### src/rtl/mips_defs.sv
// Shared MIPS encodings: opcodes, functs, next-PC selects and forward-select codes.
// Used by the F stage, decode_stage and the hazard unit.
package mips_defs;
    localparam logic [5:0] OP_SPECIAL = 6'b000000;
    localparam logic [5:0] OP_J       = 6'b000010;
    localparam logic [5:0] OP_JAL     = 6'b000011;
    localparam logic [5:0] OP_BEQ     = 6'b000100;
    localparam logic [5:0] OP_BNE     = 6'b000101;
    localparam logic [5:0] OP_ANDI    = 6'b001100;
    localparam logic [5:0] OP_ORI     = 6'b001101;
    localparam logic [5:0] OP_LUI     = 6'b001111;

    localparam logic [5:0] FN_JR      = 6'b001000;
    localparam logic [5:0] FN_JALR    = 6'b001001;

    localparam logic [1:0] NPC_SEL_PC4 = 2'd0;
    localparam logic [1:0] NPC_SEL_J   = 2'd1;
    localparam logic [1:0] NPC_SEL_BR  = 2'd2;
    localparam logic [1:0] NPC_SEL_JR  = 2'd3;

    localparam logic [2:0] FWD_RF    = 3'd0;
    localparam logic [2:0] FWD_PC8E  = 3'd1;
    localparam logic [2:0] FWD_AO    = 3'd2;
    localparam logic [2:0] FWD_PC8M  = 3'd3;
    localparam logic [2:0] FWD_WD    = 3'd4;
endpackage

### src/rtl/fwd_mux5.sv
// 5:1 operand forwarding mux; unused select codes fall back to register-file data.
module fwd_mux5
    import mips_defs::*;
#(
    parameter int DW    = 32,
    parameter int FWD_W = 3
) (
    input  logic [FWD_W-1:0] sel,
    input  logic [DW-1:0]    rf,
    input  logic [DW-1:0]    pc8_e,
    input  logic [DW-1:0]    ao,
    input  logic [DW-1:0]    pc8_m,
    input  logic [DW-1:0]    wd,
    output logic [DW-1:0]    out
);
    always_comb begin
        out = rf;
        case (sel)
            FWD_PC8E: out = pc8_e;
            FWD_AO:   out = ao;
            FWD_PC8M: out = pc8_m;
            FWD_WD:   out = wd;
            default:  out = rf;
        endcase
    end
endmodule

### src/rtl/decode_stage.sv
// MIPS D stage: decode, forwarded branch compare, branch/jump targets, and the D/E register.
// A stalled D sends a bubble into E while still tracing PC8D.
module decode_stage
    import mips_defs::*;
#(
    parameter int DW    = 32,
    parameter int FWD_W = 3
) (
    input  logic             Clk,
    input  logic             Reset,
    input  logic [DW-1:0]    IRD,
    input  logic [DW-1:0]    PC8D,
    input  logic             StallD,
    input  logic [DW-1:0]    RF_RD1,
    input  logic [DW-1:0]    RF_RD2,
    input  logic [FWD_W-1:0] Forward_RS_D_Sel,
    input  logic [FWD_W-1:0] Forward_RT_D_Sel,
    input  logic [DW-1:0]    PC8fromE,
    input  logic [DW-1:0]    AO,
    input  logic [DW-1:0]    PC8fromM,
    input  logic [DW-1:0]    MUX_RF_WD_OUT,
    output logic [4:0]       RF_A1,
    output logic [4:0]       RF_A2,
    output logic [DW-1:0]    NPC,
    output logic [1:0]       NPC_Sel,
    output logic             Branch,
    output logic [DW-1:0]    IRE,
    output logic [DW-1:0]    PC8E,
    output logic [DW-1:0]    RSE,
    output logic [DW-1:0]    RTE,
    output logic [DW-1:0]    EXTE
);
    logic [DW-1:0] rs_fwd, rt_fwd, pc4, br_target, j_target, ext;
    logic [5:0]    op, fn;
    logic [15:0]   imm;

    assign op    = IRD[31:26];
    assign fn    = IRD[5:0];
    assign imm   = IRD[15:0];
    assign RF_A1 = IRD[25:21];
    assign RF_A2 = IRD[20:16];

    fwd_mux5 #(.DW(DW), .FWD_W(FWD_W)) u_rs_mux (
        .sel(Forward_RS_D_Sel), .rf(RF_RD1), .pc8_e(PC8fromE), .ao(AO),
        .pc8_m(PC8fromM), .wd(MUX_RF_WD_OUT), .out(rs_fwd)
    );
    fwd_mux5 #(.DW(DW), .FWD_W(FWD_W)) u_rt_mux (
        .sel(Forward_RT_D_Sel), .rf(RF_RD2), .pc8_e(PC8fromE), .ao(AO),
        .pc8_m(PC8fromM), .wd(MUX_RF_WD_OUT), .out(rt_fwd)
    );

    assign pc4       = PC8D - DW'(4);
    assign br_target = pc4 + {{(DW-18){imm[15]}}, imm, 2'b00};
    assign j_target  = {pc4[DW-1:DW-4], IRD[25:0], 2'b00};

    always_comb begin
        NPC_Sel = NPC_SEL_PC4;
        case (op)
            OP_J, OP_JAL:   NPC_Sel = NPC_SEL_J;
            OP_BEQ, OP_BNE: NPC_Sel = NPC_SEL_BR;
            OP_SPECIAL:     if (fn == FN_JR || fn == FN_JALR) NPC_Sel = NPC_SEL_JR;
            default:        NPC_Sel = NPC_SEL_PC4;
        endcase
    end

    // jr/jalr targets are resolved in F, so they fall through to PC8D here.
    always_comb begin
        NPC = PC8D;
        case (NPC_Sel)
            NPC_SEL_J:  NPC = j_target;
            NPC_SEL_BR: NPC = br_target;
            default:    NPC = PC8D;
        endcase
    end

    assign Branch = ((op == OP_BEQ) && (rs_fwd == rt_fwd)) ||
                    ((op == OP_BNE) && (rs_fwd != rt_fwd));

    always_comb begin
        ext = {{(DW-16){imm[15]}}, imm};
        case (op)
            OP_ORI, OP_ANDI: ext = {{(DW-16){1'b0}}, imm};
            OP_LUI:          ext = {imm, {(DW-16){1'b0}}};
            default:         ext = {{(DW-16){imm[15]}}, imm};
        endcase
    end

    always_ff @(posedge Clk) begin
        if (Reset) begin
            IRE  <= '0;
            PC8E <= '0;
            RSE  <= '0;
            RTE  <= '0;
            EXTE <= '0;
        end else if (StallD) begin
            IRE  <= '0;
            PC8E <= PC8D;
            RSE  <= '0;
            RTE  <= '0;
            EXTE <= '0;
        end else begin
            IRE  <= IRD;
            PC8E <= PC8D;
            RSE  <= rs_fwd;
            RTE  <= rt_fwd;
            EXTE <= ext;
        end
    end
endmodule

### config.mk
export PLATFORM = sky130hd
export DESIGN_NAME = decode_stage
export DESIGN_NICKNAME = d
export VERILOG_FILES = /design/src/rtl/mips_defs.sv /design/src/rtl/fwd_mux5.sv /design/src/rtl/decode_stage.sv
export SDC_FILE = /design/constraint.sdc
export NUM_CORES = 1
export LEC_CHECK = 0
export CAP_MARGIN = 10
export CELL_PAD_IN_SITES_DETAIL_PLACEMENT = 1
export CELL_PAD_IN_SITES_GLOBAL_PLACEMENT = 2
export CORE_MARGIN = 4
export CORE_UTILIZATION = 23
export CTS_BUF_LIST = sky130_fd_sc_hd__clkbuf_16
export DETAILED_ROUTE_END_ITERATION = 10
export PLACE_DENSITY = 0.88
export SYNTH_ARGS = -nofsm -noshare
export SYNTH_HDL_FRONTEND = slang
export SYNTH_SLANG_ARGS = --single-unit
### constraint.sdc
create_clock -name Clk -period 7.7 [get_ports Clk]
set_input_delay 1.54 -clock Clk [delete_from_list [all_inputs] [get_ports Clk]]
set_output_delay 1.54 -clock Clk [all_outputs]
set_load 0.02 [all_outputs]
==> results.py <==
metrics = {
    "global_route": {
        "grt_max_degree": 78,
        "grt_pass1_vias": 12300,
        "grt-ovfl-total": 0,
        "grt_pass1_wl_um": 75700,
        "antenna_found_initial": 5,
        "grtUsageTotal_pct": 20.5,
    },
    "timing": {
        "finalMaxSlewViolations": 0,
        "finalHoldViolCount": 0,
        "slew_headroom_pct": 43.5,
        "fin_crit_ps": 7600,
        "tightestPinTransition_ps": 847,
        "finalCritPeriodShare_pct": 98.7,
        "fin_ws_ps": 96.4,
        "fmax_mhz": 132,
        "finalSetupViolCount": 0,
        "rsz0062_at_grt": "true",
    },
    "setup_path": {
        "crit_arrival_ps": 6060,
        "worstPathMaxFanout": 4,
        "crit_slowest_cell": "or4_4",
        "cp_slowest_stage_delay_ps": 560,
        "cp_common_cell": "or3_4",
        "criticalPathCategory": "input port to output pin",
        "crit_required_ps": 6160,
        "critPathCaptureType": "output pin",
        "start_kind": "input port",
        "cp_cell_sequence": "clkdlybuf4s50_1, or4_4, or3_4, or3_4, buf_6, or3_4, nor2_4, xor2_1, ha_1, buf_4, buf_4, nor2b_1, o21ai_0, nand2b_1, a21oi_2, a21bo_2, a21oi_1, o211ai_1, dlygate4sd2_1",
    },
    "finish": {
        "final_util_pct": 37.7,
        "area_growth_pct": 62.1,
        "num-nets-final": 2014,
        "drive_gt1_share_pct": 12.3,
        "fin_area_um2": 16700,
    },
    "clock_tree": {
        "cts_tree": "done",
        "cts_buffers": 17,
        "htreeDepth": 4,
        "root_buffer": "clkbuf_16",
        "cts_sinks": 160,
        "clock_path_buffers": 2,
        "clk_pin_slew_worst_paths_ps": 70,
        "cts_hold_buf": 0,
    },
    "yosys": {
        "synth_top_area_share_pct": 31.1,
        "synth_top_family_by_area": "simple AND/OR/NAND/NOR gates",
        "synth_compound_area_share_pct": 18.2,
        "yosysTopAreaCell": "dfxtp_1",
        "syn_area_per_cell_um2": 8.35,
        "yosysSeqAreaShare_pct": 31.1,
        "yosysMostFrequentCell": "dfxtp_1",
        "synthDistinctLibCells": 59,
        "yosysWarnings": 0,
        "synthAdderAreaFrac_pct": 4.21,
        "synth_ff_type": "dfxtp_1",
        "synth_mux_area_share_pct": 12.3,
        "syn_area_um2": 10300,
        "ys_seq_elements": 160,
        "synthTopCellsByCount": "dfxtp_1 (160), nand2_1 (158), nor2_1 (91)",
        "yosys.area_share.simple_pct": 21.6,
        "ys_top_cells_by_area": "dfxtp_1 (31%), mux4_2 (7.9%), nand2_1 (5.8%)",
        "synth_xor_area_share_pct": 7.14,
        "synth-async-reset-ratio_pct": 0,
        "synth_edf_count": 0,
        "syn_inst": 1232,
        "synth_nets": 1531,
    },
    "placed_design": {
        "dp_hpwl_um": 41000,
        "placed_cell_area_um2": 15900,
        "gp_congestion": 0.922,
        "place_ws_ps": -278,
        "port_buffers": 469,
    },
    "floorplan": {
        "die_area_um2": 48200,
        "start_util_pct": 23.3,
        "core_um2": 44200,
        "row_count": 77,
        "fp.dieH_um": 219,
        "die_x_um": 219,
        "io_pins": 470,
    },
    "drt": {
        "ant_nets": 0,
        "wl_per_cell_um": 22.0,
        "vias_per_cell": 4.96,
        "drtIter0Drc": 535,
        "via_count": 11500,
        "drt-pass1-iter-count": 5,
        "drc_errors": 0,
        "finalWirelength_um": 51000,
    },
    "flow_run": {
        "maxCapViolations": 0,
    },
    "power_and_ir_drop": {
        "power_leakage_nw": 6.57,
        "power_density_nw_per_um2": 157,
        "ir_worst_vdd_mv": 0.107,
    },
    "status": {
        "status": "complete, no violations",
    },
    "hold_path": {
        "hold_path.class": "input port to flop",
    },
}
-- worst max-delay path, delay by kind of cell --
family                     cells  cell delay, ps
and+or+nand+nor                7            2010
AOI/OAI and AO/OA              5             850
adders and majority gates      1             300
xor gates and xnor gates       1             160
buffers and inverters          5            1190
-- path summary, 6_finish.rpt --
| path | startpoint | to | slack (ps) | depth (start not counted) |
|---|---|---|---|---|
| setup / recovery | PC8D[8] | NPC[30] | 100 | 19 |
| hold / removal | Forward_RT_D_Sel[2] | RTE[29]$_SDFF_PP0_ | 1630 | 4 |
-- logic make-up (layout without fill, tap and decap cells) --
logic type / count (synthesis) / in the layout
flops: 160 / 160
xor+xnor: 83 / 83
simple gates: 454 / 454
other cells: 0 / 3
mux: 79 / 79
compound gates: 285 / 285
fa+ha+maj: 34 / 34
buf+inv: 137 / 633
-- timing repair --
item                                    in CTS  in global routing
endpoints found under the setup margin       9                 10
gates resized for setup                     16                 26
pin swaps                                    6                 11
endpoints found under the hold margin        0                  0
buffers inserted                             2                  3
-- sequential cells by signal, indices dropped and copies added (netlist names) --
signal  cells
RSE        32
RTE        32
EXTE       32
PC8E       32
IRE        32
-- routing by layer --
layer | share of wire [%] | GRT usage [%] | vias to the layer above | wire, um
met4 | 2.3 | 6.66 | 4 | 1200
met2 | 50 | 36.6 | 478 | 25600
met1 | 40 | 24.1 | 5622 | 20500
li1 | - | - | 5355 | -
met3 | 7.3 | 5.13 | 60 | 3700
met5 | 0.078 | 0 | - | 40
-- where the power goes --
part,leakage [nW],internal [mW],total [mW],switching [mW]
Combinational,4.96,0.430,0.877,0.447
Clock,0.286,0.435,0.861,0.427
Sequential,1.32,0.869,0.882,0.0130
-- layout make-up --
cell class,instances,area (um^2)
fill,5153,27600
multi-input combinational,935,6640
timing repair buffer,554,5310
sequential,160,3200
tap,592,741
clock buffer,17,425
inverter,47,176
clock inverter,15,164
antenna,3,7.51
-- cell usage in the layout (no fill, tap or decap), drive strengths merged, types with 19 or more instances in the layout --
cell type / n
clkdlybuf4s50: 451
dfxtp: 160
nand2: 158
buf: 92
nor2: 91
and2: 71
o21ai: 64
a31oi: 56
inv: 56
xnor2: 46
a21oi: 38
xor2: 37
mux4: 36
nor2b: 35
ha: 33
mux2i: 27
a22oi: 20
nor3: 19
clkbuf: 19
-- metrics by stage --
stage / power (mW) / TNS, ps / std cells / hold WS, ps
after floorplan: 1.33 / 0 / 1232 / 1610
after global placement: 1.75 / -687 / 2283 / 2100
after detailed placement: 1.77 / -1500 / 2283 / 2100
after CTS: 2.65 / 0 / 2317 / 1590
after global routing: 2.76 / -44.4 / 2320 / 1640
final: 2.62 / 0 / 2323 / 1630
Power figures use the tool's default switching activity.
